### config.mk
export PLATFORM = sky130hd
export DESIGN_NAME = load_store_unit
export DESIGN_NICKNAME = d
export VERILOG_FILES = /design/src/rtl/load_store_unit.sv
export SDC_FILE = /design/constraint.sdc
export NUM_CORES = 1
export LEC_CHECK = 0
export CORE_UTILIZATION = 40
export DETAILED_ROUTE_END_ITERATION = 7
export PLACE_DENSITY = 0.74
export SYNTH_ARGS = -nofsm -noshare
export SYNTH_HDL_FRONTEND = slang
export SYNTH_SLANG_ARGS = --single-unit
### constraint.sdc
create_clock -name clk_i -period 2.34 [get_ports clk_i]
set_input_delay 0.468 -clock clk_i [delete_from_list [all_inputs] [get_ports clk_i]]
set_output_delay 0.468 -clock clk_i [all_outputs]
set_load 0.01 [all_outputs]
### src/rtl/load_store_unit.sv
// Vector load/store unit: moves one D-element vector between a byte-wide DDR port and the VRF.
// Optional watchdog abort on stalled DDR handshakes is enabled with `define LSU_TIMEOUT_EN.
module load_store_unit #(
  parameter int unsigned D              = 4,
  parameter int unsigned ELEM_W         = 8,
  parameter int unsigned DDR_ADDR_W     = 16,
  parameter int unsigned V_ADDR_W       = 2,
  parameter int unsigned TIMEOUT_CYCLES = 64
) (
  input  logic                  clk_i,
  input  logic                  rst_ni,
  input  logic                  start_i,
  output logic                  ready_o,
  input  logic [1:0]            op_i,
  input  logic [V_ADDR_W-1:0]   v_addr_i,
  input  logic [DDR_ADDR_W-1:0] ddr_base_i,
  output logic                  done_o,
  output logic                  err_o,
  output logic                  ddr_req_o,
  output logic                  ddr_we_o,
  output logic [DDR_ADDR_W-1:0] ddr_addr_o,
  output logic [ELEM_W-1:0]     ddr_wdata_o,
  input  logic                  ddr_gnt_i,
  input  logic                  ddr_rvalid_i,
  input  logic [ELEM_W-1:0]     ddr_rdata_i,
  output logic [V_ADDR_W-1:0]   vrf_raddr_o,
  input  logic [D*ELEM_W-1:0]   vrf_rdata_i,
  output logic                  vrf_we_o,
  output logic [V_ADDR_W-1:0]   vrf_waddr_o,
  output logic [D*ELEM_W-1:0]   vrf_wdata_o
);

  localparam int unsigned IDX_W = (D > 1) ? $clog2(D) : 1;
  localparam logic [IDX_W-1:0] LAST_IDX = IDX_W'(D - 1);

  if (D < 2 || TIMEOUT_CYCLES == 0) begin : g_bad_params
    $error("load_store_unit: D must be >= 2 and TIMEOUT_CYCLES >= 1");
  end

  typedef enum logic [1:0] {
    OP_LDV = 2'd0,
    OP_SV  = 2'd1
  } op_t;

  typedef enum logic [2:0] {
    S_IDLE,
    S_LD_REQ,
    S_LD_WAIT,
    S_LD_WB,
    S_ST_REQ,
    S_FINISH
  } state_t;

  state_t                  r_state;
  state_t                  w_state_nxt;
  logic [V_ADDR_W-1:0]     r_vaddr;
  logic [DDR_ADDR_W-1:0]   r_base;
  logic [IDX_W-1:0]        r_idx;
  logic [D*ELEM_W-1:0]     r_buf;

  logic                    w_accept;
  logic                    w_buf_from_vrf;
  logic                    w_buf_elem_wr;
  logic                    w_idx_inc;
  logic                    w_wdog_clr;
  logic                    w_wdog_inc;
  logic                    w_err_set;
  logic                    w_timeout;
  logic [DDR_ADDR_W-1:0]   w_addr;

  assign w_addr = r_base + DDR_ADDR_W'(r_idx);

  always_ff @(posedge clk_i or negedge rst_ni) begin
    if (!rst_ni) begin
      r_state <= S_IDLE;
    end else begin
      r_state <= w_state_nxt;
    end
  end

  always_comb begin
    w_state_nxt    = r_state;
    ready_o        = 1'b0;
    done_o         = 1'b0;
    ddr_req_o      = 1'b0;
    ddr_we_o       = 1'b0;
    ddr_addr_o     = '0;
    ddr_wdata_o    = '0;
    vrf_raddr_o    = '0;
    vrf_we_o       = 1'b0;
    vrf_waddr_o    = '0;
    vrf_wdata_o    = '0;
    w_accept       = 1'b0;
    w_buf_from_vrf = 1'b0;
    w_buf_elem_wr  = 1'b0;
    w_idx_inc      = 1'b0;
    w_wdog_clr     = 1'b0;
    w_wdog_inc     = 1'b0;
    w_err_set      = 1'b0;

    unique case (r_state)
      S_IDLE: begin
        ready_o     = 1'b1;
        vrf_raddr_o = v_addr_i;
        if (start_i) begin
          w_accept = 1'b1;
          case (op_i)
            OP_LDV:  w_state_nxt = S_LD_REQ;
            OP_SV: begin
              w_buf_from_vrf = 1'b1;
              w_state_nxt    = S_ST_REQ;
            end
            default: w_state_nxt = S_FINISH;
          endcase
        end
      end

      S_LD_REQ: begin
        ddr_req_o  = 1'b1;
        ddr_addr_o = w_addr;
        if (ddr_gnt_i) begin
          w_wdog_clr  = 1'b1;
          w_state_nxt = S_LD_WAIT;
        end else if (w_timeout) begin
          w_err_set   = 1'b1;
          w_state_nxt = S_FINISH;
        end else begin
          w_wdog_inc = 1'b1;
        end
      end

      S_LD_WAIT: begin
        if (ddr_rvalid_i) begin
          w_buf_elem_wr = 1'b1;
          w_wdog_clr    = 1'b1;
          if (r_idx == LAST_IDX) begin
            w_state_nxt = S_LD_WB;
          end else begin
            w_idx_inc   = 1'b1;
            w_state_nxt = S_LD_REQ;
          end
        end else if (w_timeout) begin
          w_err_set   = 1'b1;
          w_state_nxt = S_FINISH;
        end else begin
          w_wdog_inc = 1'b1;
        end
      end

      S_LD_WB: begin
        vrf_we_o    = 1'b1;
        vrf_waddr_o = r_vaddr;
        vrf_wdata_o = r_buf;
        w_state_nxt = S_FINISH;
      end

      S_ST_REQ: begin
        ddr_req_o   = 1'b1;
        ddr_we_o    = 1'b1;
        ddr_addr_o  = w_addr;
        ddr_wdata_o = r_buf[r_idx*ELEM_W +: ELEM_W];
        if (ddr_gnt_i) begin
          w_wdog_clr = 1'b1;
          if (r_idx == LAST_IDX) begin
            w_state_nxt = S_FINISH;
          end else begin
            w_idx_inc = 1'b1;
          end
        end else if (w_timeout) begin
          w_err_set   = 1'b1;
          w_state_nxt = S_FINISH;
        end else begin
          w_wdog_inc = 1'b1;
        end
      end

      S_FINISH: begin
        done_o      = 1'b1;
        w_state_nxt = S_IDLE;
      end

      default: w_state_nxt = S_IDLE;
    endcase
  end

  always_ff @(posedge clk_i or negedge rst_ni) begin
    if (!rst_ni) begin
      r_vaddr <= '0;
      r_base  <= '0;
      r_idx   <= '0;
      r_buf   <= '0;
    end else begin
      if (w_accept) begin
        r_vaddr <= v_addr_i;
        r_base  <= ddr_base_i;
        r_idx   <= '0;
      end
      if (w_buf_from_vrf) begin
        r_buf <= vrf_rdata_i;
      end
      if (w_buf_elem_wr) begin
        r_buf[r_idx*ELEM_W +: ELEM_W] <= ddr_rdata_i;
      end
      if (w_idx_inc) begin
        r_idx <= r_idx + 1'b1;
      end
    end
  end

`ifdef LSU_TIMEOUT_EN
  localparam int unsigned WDOG_W = (TIMEOUT_CYCLES > 1) ? $clog2(TIMEOUT_CYCLES) : 1;

  logic [WDOG_W-1:0] r_wdog;
  logic              r_err;

  // Counter holds the number of wait cycles already spent; the final one aborts.
  assign w_timeout = (r_wdog == WDOG_W'(TIMEOUT_CYCLES - 1));
  assign err_o     = (r_state == S_FINISH) && r_err;

  always_ff @(posedge clk_i or negedge rst_ni) begin
    if (!rst_ni) begin
      r_wdog <= '0;
      r_err  <= 1'b0;
    end else begin
      if (w_accept || w_wdog_clr) begin
        r_wdog <= '0;
      end else if (w_wdog_inc) begin
        r_wdog <= r_wdog + 1'b1;
      end
      if (w_accept) begin
        r_err <= 1'b0;
      end else if (w_err_set) begin
        r_err <= 1'b1;
      end
    end
  end
`else
  assign w_timeout = 1'b0;
  assign err_o     = 1'b0;
`endif

endmodule
# --- Yosys cells after proc, flatten, opt, wreduce, memory -nomap -nowiden ---
# Index checks and enable logic that the tools add are counted.
totals:
  register_bits: 55
  inputBits: 65
  out_inout_bits: 66
  word_cells: 62
classes:
  addsub: 3
  n_eq_ne: 12
  shift: 3
  muxes: 34
  reduce_logical: 5
op_table:
  columns: ["op", "count"]
  rows:
  - ["$mux W32", 3]
  - ["$neg A5 Y34", 1]
  - ["$shift A8 B34 Y32 const A", 1]
  - ["$shiftx A8 B34 Y32", 1]
  - ["$bwmux W32", 1]
  - ["$shiftx A32 B6 Y8", 1]
  - ["$add A16 B2 Y16", 1]
  - ["$mux W16", 1]
  - ["$mux W1", 15]
  - ["$mux W3", 5]
  - ["$pmux W3 S5", 1]
  - ["$mux W2", 5]
  - ["$ne A2 B2 Y1 const B", 5]
  - ["$mux W8", 1]
  - ["$eq A3 B2 Y1 const B", 2]
  - ["$eq A3 B3 Y1 const B", 2]
  - ["$pmux W3 S2", 1]
  - ["$reduce_and A5 Y1", 1]
  - ["$eq A3 B1 Y1 const B", 1]
  - ["$logic_not A3 Y1", 1]
  - ["$add A2 B1 Y2 const B", 1]
  - ["$eq A2 B1 Y1 const B", 1]
  - ["$eq A2 B2 Y1 const B", 1]
  - ["$logic_not A2 Y1", 1]
  - ["other kinds (3)", 3]

# --- Depth between registers and ports, before layout ---
depth:
  depth_word: 7
  mapped_depth: 8
  ltp_nobuf: 6

# --- Worst setup path after synthesis ---
# OpenSTA, ideal clock, no wires.
synth_path:
  path_type: "flip-flop to output port"
  startpoint: "reg r_idx[0]"
  endpoint: "out ddr_addr_o[8]"
  arrival_time_ns: 1.650
  t_required_ns: 1.872
  setup_slack_ns: 0.222
  stages_incl_launch_ff: 7
  n_path_buf: 0
  path_cell_list: "dfrtp_1 ha_1 fa_1 and4_1 nand4_1 xor2_1 nor2_1"
synth_between:
  elab_chain_len: 2
synth_rtl:
  columns: ["item", "line", "source"]
  rows:
  - ["start: declaration", "58", "logic [IDX_W-1:0] r_idx;"]
  - ["start signal: assignment", "205", "r_idx <= r_idx + 1'b1;"]
  - ["$add A16 B2 Y16", "71", "assign w_addr = r_base + DDR_ADDR_W'(r_idx);"]
  - ["$mux W16", "101", "unique case (r_state)"]
  - ["end: declaration", "21", "output logic [DDR_ADDR_W-1:0] ddr_addr_o,"]
# Every way passes these cells.

# --- Worst setup path in the final report ---
layout_path:
  startpoint: "reg r_base[1]"
  endpoint: "out ddr_addr_o[15]"
layout_between:
  elab_chain_len: 2
layout_rtl:
  columns: ["item", "line", "source"]
  rows:
  - ["start: declaration", "57", "logic [DDR_ADDR_W-1:0] r_base;"]
  - ["start signal: assignment", "195", "r_base <= ddr_base_i;"]
  - ["$add A16 B2 Y16", "71", null]
  - ["$mux W16", "101", null]
# Every way passes these cells.

==> impl_metrics.yaml <==
synth:
  netlist_area_mm2: 0.003576
  syn_area_per_cell_um2: 10.84
  synth-simple-area-share: 0.2117
  synth_top_family_by_area: "simple AND/OR/NAND/NOR gates"
  synth_xor_xnor_area_share: 0.03184
  synth_nets: 404
  yosysSeqAreaShare: 0.3849
  synth_top_area_cell: "dfrtp_1"
  synth_edf_count: 0
  yosysWarnings: 0
  synthArstFlopShare: 1.000
  synthTopCellsByArea: "dfrtp_1 38%, mux2i_1 9.0%, o2bb2ai_1 7.6%, and2_1 7.5%, mux2_2 6.0%"
  netlist_instances: 330
  ys_types: 38
  synthFlopType: "dfrtp_1"
  synth_seq_cells: 55
  netlist.area_leader.share: 0.3849
  synth_compound_area_frac: 0.09937
  synth_mux_area_frac: 0.1998
  yosys.area_share.adder: 0.03359
critical_path:
  crit_type: "flop to output port"
  arrival_ns: 1.94
  startpoint: "r_base[1]"
  worstPathMaxFanout: 3
  required_ns: 1.87
  r2r_start: "r_idx[0]"
  startpoint_type: "flop"
  crit_path_end_kind: "output port"
clock_network:
  clk_pin_slew_ns: 0.10
  worstSkewPairLatency_ns: 0.31
  ctsLongestPathBuffers: 2
  cts_tree: "done"
  cts_made_buffers: 5
  cts-root-buf: "clkbuf_8"
  cts-htree-levels: 2
  clock_sinks: 55
  cts_hold_buffers: 0
final_layout:
  syn_to_final_growth_pct: 54.48
  final_common_cell: "clkdlybuf4s50_1"
  final_cell_mix: "67 x clkdlybuf4s50_1, 53 x dfrtp_1, 43 x and2_1"
  layout.nets: 569
  insertedDiodeCount: 0
  drive_gt1_frac: 0.2883
  fin_util: 0.6365
  design_area_mm2: 0.005524
  num-fill-cells: 749
  final-seq-area_mm2: 0.001379
  multi_input_area_mm2: 0.002223
timing:
  finalCriticalPeriod_ns: 2.405
  tightest_slew_ns: 0.7748
  hold_violations: 0
  slew_headroom: 0.4835
  drv_slew: 0
  setup_slack_ns: -0.06491
  finClkSkew_ns: 0.01077
  rsz0062_at_grt: "true"
  timing.fmax_ghz: 0.4158
  finalSetupViolCount: 6
  finalCritPeriodShare: 1.028
drt:
  firstDrtPassIters: 6
  totalWireLength_mm: 10.88
  vias: 3224
  wire_per_inst_um: 18.01
  drt_iter0_markers: 181
  viasPerCell: 5.338
  remaining_drc_errors: 6
  ant_nets: 0
floorplan:
  start_util: 0.4121
  row_count: 34
  die_w_um: 96.55
  core_area_mm2: 0.008678
  die_area_mm2: 0.009322
  num_io_pins: 131
  die_y_um: 96.55
run_status:
  violations: "design-rule violations, negative setup slack"
  run_status: "finished, violations left"
place:
  place_congestion: 0.8437
  dp_hpwl_mm: 7.490
  portBuffers: 129
  placed_area_mm2: 0.005181
worst_hold_path:
  hold_path.class: "primary input to asynchronous set/reset pin"
power:
  power_mw: 6.129
  vdd_drop_max_uv: 434.5
  leakagePower_nw: 2.718
  powerDensity_mw_per_mm2: 1109
global_routing:
  grt_overflow: 0
  grt_use_total: 0.2326
  grt_pass1_vias: 3151
  antenna_found_initial: 0
  grt_max_degree: 35
  grt_pass1_wl_mm: 16.12
job:
  cap_viol_max_count: 0
[kinds of logic after synthesis]
kind of cell | count (synthesis)
flops | 55
compound gates | 45
xor+xnor | 13
simple gates | 118
mux | 59
other cells | 1
buf+inv | 30
fa+ha+maj | 9
[routing by layer]
layer / up-vias / part of all wire / GRT usage / wire length (um)
met3: 7 / 0.040 / 0.02973 / 432
li1: 1518 / - / - / -
met1: 1607 / 0.43 / 0.3022 / 4661
met5: - / 0 / 0 / 0
met2: 92 / 0.53 / 0.4161 / 5721
met4: 0 / 0.0057 / 0.04412 / 62
[synthesized netlist by cell type, types with 3 or more instances]
cell type,instances
nor2_1,20
mux2_2,19
and3_1,12
mux2i_1,32
dfrtp_1,55
o2bb2ai_1,31
inv_1,6
and4_1,3
o21ai_0,5
and2_1,43
nand2_1,5
nand4_1,4
nand3_1,5
nand2b_1,6
a21oi_1,5
nor4b_2,4
mux4_2,8
xnor2_1,6
ha_1,8
xor2_1,7
clkbuf_1,10
nor3_1,3
buf_2,12
[path summary, 6_finish.rpt]
path                                   to  slack, ns  depth (start not counted)
setup / recovery           ddr_addr_o[15]      -0.06                          7
hold / removal                  r_buf[16]       0.23                          1
setup reg to reg                r_buf[31]       0.04                          9
hold reg to reg                r_vaddr[1]       0.51                          1
max in group asynchronous       r_buf[17]       1.43                          2
min in group clk_i             r_vaddr[1]       0.51                          1
[power by group]
part / leakage [nW] / switching (mW) / internal (mW)
sequential: 0.669 / 0.353 / 1.42
combinational: 1.99 / 1.75 / 1.97
clock: 0.0581 / 0.319 / 0.319
total: 2.72 / 2.42 / 3.71
[sequential cells by signal (all words and copies together), names as in the netlist]
register  cells
r_idx         2
r_state       3
r_buf        32
r_vaddr       2
r_base       16
[per-stage QoR]
stage                     setup TNS (ns)  setup WS (ns)  instances  hold WS (ns)
final                            -0.1792       -0.06491        604        0.2285
after global routing              -1.141        -0.1529        604        0.2801
after CTS                         -1.294        -0.2259        600        0.2468
after detailed placement          -1.977        -0.2289        578        0.4874
after global placement            -1.256        -0.1684        578        0.4803
after floorplan                        0         0.2224        330        0.1724
[timing repair]
| action | CTS | global route |
|---|---|---|
| gates cloned | 1 | 1 |
| buffers inserted | 13 | 3 |
| pin swaps | 4 | 17 |
| endpoints found under the hold margin | 0 | 0 |
| resized for setup | 116 | 49 |
| setup endpoints to repair | 60 | 37 |
[cell type report]
type / instances / area share
multi-input combinational: 245 / 0.4025
clock buffer: 5 / 0.01246
timing repair buffer: 182 / 0.2983
sequential: 55 / 0.2496
tap: 108 / 0.02446
inverter: 6 / 0.004757
clock inverter: 3 / 0.007928
[critical path, cell delays in order, from the launching register on]
cell     delay (ns)
dfrtp_2        0.46
ha_4           0.26
a21oi_4        0.18
nor4b_4        0.08
buf_4          0.15
a31o_2         0.23
a21oi_1        0.13
buf_2          0.14
Power figures use the tool's default switching activity.
==> RTL edit (config.mk and constraints unchanged) <==
Change the parameter `V_ADDR_W` from 2 to 3.
--- a/src/rtl/load_store_unit.sv
+++ b/src/rtl/load_store_unit.sv
@@ -6,3 +6,3 @@
   parameter int unsigned DDR_ADDR_W     = 16,
-  parameter int unsigned V_ADDR_W       = 2,
+  parameter int unsigned V_ADDR_W       = 3,
   parameter int unsigned TIMEOUT_CYCLES = 64
Ports: changed (resized v_addr_i, vrf_raddr_o and vrf_waddr_o); port bits go from 131 to 134. No check against the original RTL was run, so the function may have changed too.
==> RTL edit against the unedited design <==
- the run still ends with design-rule violations, negative setup slack left
- largest power group unchanged
- highest routed layer unchanged
- core utilization is 0.31 points lower
- critical path depth decreased by 2
- setup slack gained 0.00065 ns
- area after synthesis increased by 0.31%
- routed wire length shrank 3.8%
- sequential cell count is 1 higher
- count of clock-buffer cells in the layout rose by 1
- register-to-register slack gained 0.18 ns
- final cell count grew 1.2%
- design area unchanged
- hold slack worse by 0.062 ns
- total power down 2.8%
==> RTL edit: results (changes against the unedited design) <==
[run_status]
outcome = finished with violations
violations = design-rule violations, negative setup slack

[cells_and_area]
layout-drive-gt1-share_pct = 25.25  ; -3.6 points
final_net_count = 577  ; +1.4%
antenna_cells = 0  ; unchanged
n_fill_cell = 707  ; -5.6%
reg_top3 = r_buf x32, r_base x16

[worst_setup_path]
arrival_ns = 1.94  ; about the same
critPathMaxFanout = 6  ; +3

[global_route]
grt_util_all_layers_pct = 22.63  ; -0.63 points
grt_start_max_net_pins = 33  ; -5.7%
gr-usage-met3_pct = 3.974  ; +1.0 points
grt_first_pass_wirelength_um = 16910  ; +4.9%
use_met2_pct = 39.98  ; -1.6 points
use_met1_pct = 28.48  ; -1.7 points
grt_pass1_vias = 3411  ; +8.3%
antenna_found_initial = 0  ; unchanged

[pwr]
p_leak_nw = 2.899  ; +6.7%
ir_worst_vdd_v = 0.0004477  ; +3.0%

[timing]
fin_skew_ns = 0.01140  ; +0.0006314 ns
worst_slack_ns = -0.06426  ; +0.0006521 ns
slew_headroom_pct = 57.56  ; +9.2 points
setup_tns_ns = -0.1352  ; +0.04401 ns
finalSetupViolCount = 3  ; -3

[place]
portBuffers = 132  ; +2.3%
finalWeightedCongestion = 0.8036  ; -4.8%
dpl.hpwl_um = 7551  ; +0.82%

[clock_network]
clk_pin_slew_ns = 0.10  ; about the same
htreeDepth = 2  ; unchanged
cts-root-buf = clkbuf_8

[hold_path]
hp-class = in -> async

[logic_synthesis]
synth_cell_types = 40  ; +5.3%
synth_fa_ha_area_share_pct = 3.348  ; -0.011 points
synth_xor_area_share_pct = 2.686  ; -0.50 points
synth_mux_area_share_pct = 20.23  ; +0.25 points
synth_compound_area_share_pct = 10.22  ; +0.28 points
synth.area.top_cells = dfrtp_1 39%, mux2i_1 8.9%, and2_1 7.8%
ys_warn_count = 0  ; unchanged
synthArstFlopShare_pct = 100.0  ; unchanged
yosys-top-cells-count = 56 x dfrtp_1, 45 x and2_1, 32 x mux2i_1, 28 x o2bb2ai_1
yosysSeqAreaShare_pct = 39.07  ; +0.58 points
synth_edf_count = 0  ; unchanged
syn_nets = 415  ; +2.7%

[drt]
dr.pass1.iters = 8  ; +2
via_per_inst = 5.291  ; -0.87%
drt_iter0_markers = 123  ; -32%
wl_per_cell_um = 17.12  ; -4.9%
drcViolationCount = 2  ; -4

[RTL edit: changes by cell type in the layout (fill, tap and decap cells not counted), moves of 4 or more]
cell	unedited run	this run
dlygate4sd2_1	35	27
dlymetal6s2s_1	3	15
clkbuf_2	8	1
inv_1	5	9
[RTL edit: per-layer routing]
layer	vias up	routed length [µm]	part of all wire, %
met4	0	167	1.6
li1	1541	-	-
met2	87	5402	52
met3	14	448	4.3
met1	1591	4443	42
met5	-	0	0
[RTL edit: layout make-up]
| cell class | count | area share, % |
|---|---|---|
| flip-flops and latches | 56 | 25.39 |
| well taps | 108 | 2.446 |
| inverters | 9 | 0.6116 |
| clock inverters | 2 | 0.6342 |
| multi-input cells | 249 | 38.48 |
| repair buffers | 181 | 31.12 |
| clock buffers | 6 | 1.314 |
[RTL edit: power breakdown]
part / switching [mW] / internal (mW)
clock network: 0.313 / 0.318
logic: 1.60 / 1.92
registers: 0.360 / 1.44
[RTL edit: worst paths after layout]
| kind | end | slack, ns | startpoint | cells after the start |
|---|---|---|---|---|
| max reg2reg | r_state[2] | 0.22 | r_idx[0] | 8 |
| max in group asynchronous | r_idx[0] | 1.57 | rst_ni | 2 |
| min in group clk_i | r_vaddr[1] | 0.51 | r_vaddr[1] | 1 |
| max | ddr_wdata_o[1] | -0.06 | r_idx[0] | 5 |
| min | r_vaddr[0] | 0.17 | rst_ni | 1 |
| min reg2reg | r_vaddr[1] | 0.51 | r_vaddr[1] | 1 |
[RTL edit: logic make-up (layout without fill, tap and decap cells)]
logic type / count (synthesis) / count (layout)
other: 1 / 1
flip-flops: 56 / 56
AND/OR/NAND/NOR: 119 / 119
adder cells (fa/ha/maj): 9 / 9
AO/OA/AOI/OAI: 49 / 49
multiplexers: 60 / 60
buffers and inverters: 35 / 198
XOR/XNOR: 11 / 11
[RTL edit: worst max-delay path, cell delays in order, from the launching register on]
cell           delay (ns)
dfrtp_2              0.42
buf_4                0.14
buf_16               0.12
mux4_2               0.49
and3_1               0.19
dlygate4sd2_1        0.27
[RTL edit: per-stage QoR]
step | util, % | power [mW] | std cells | setup WS, ns | cell area (µm²)
final | 63.34 | 5.959 | 611 | -0.06426 | 5524
after global routing | 63.34 | 6.365 | 611 | -0.1455 | 5524
after CTS | 63.11 | 6.023 | 613 | -0.1228 | 5504
after detailed placement | 59.76 | 5.195 | 587 | -0.1826 | 5211
after global placement | 59.76 | 5.098 | 587 | -0.1431 | 5211
after floorplan | - | 3.622 | 340 | 0.2265 | 3587
[RTL edit: repair_timing]
action	CTS	global route
hold buffers	0	0
gates cloned	2	0
pin swaps	13	12
setup buffers	16	2
setup endpoints to repair	62	39
gates resized for setup	136	28
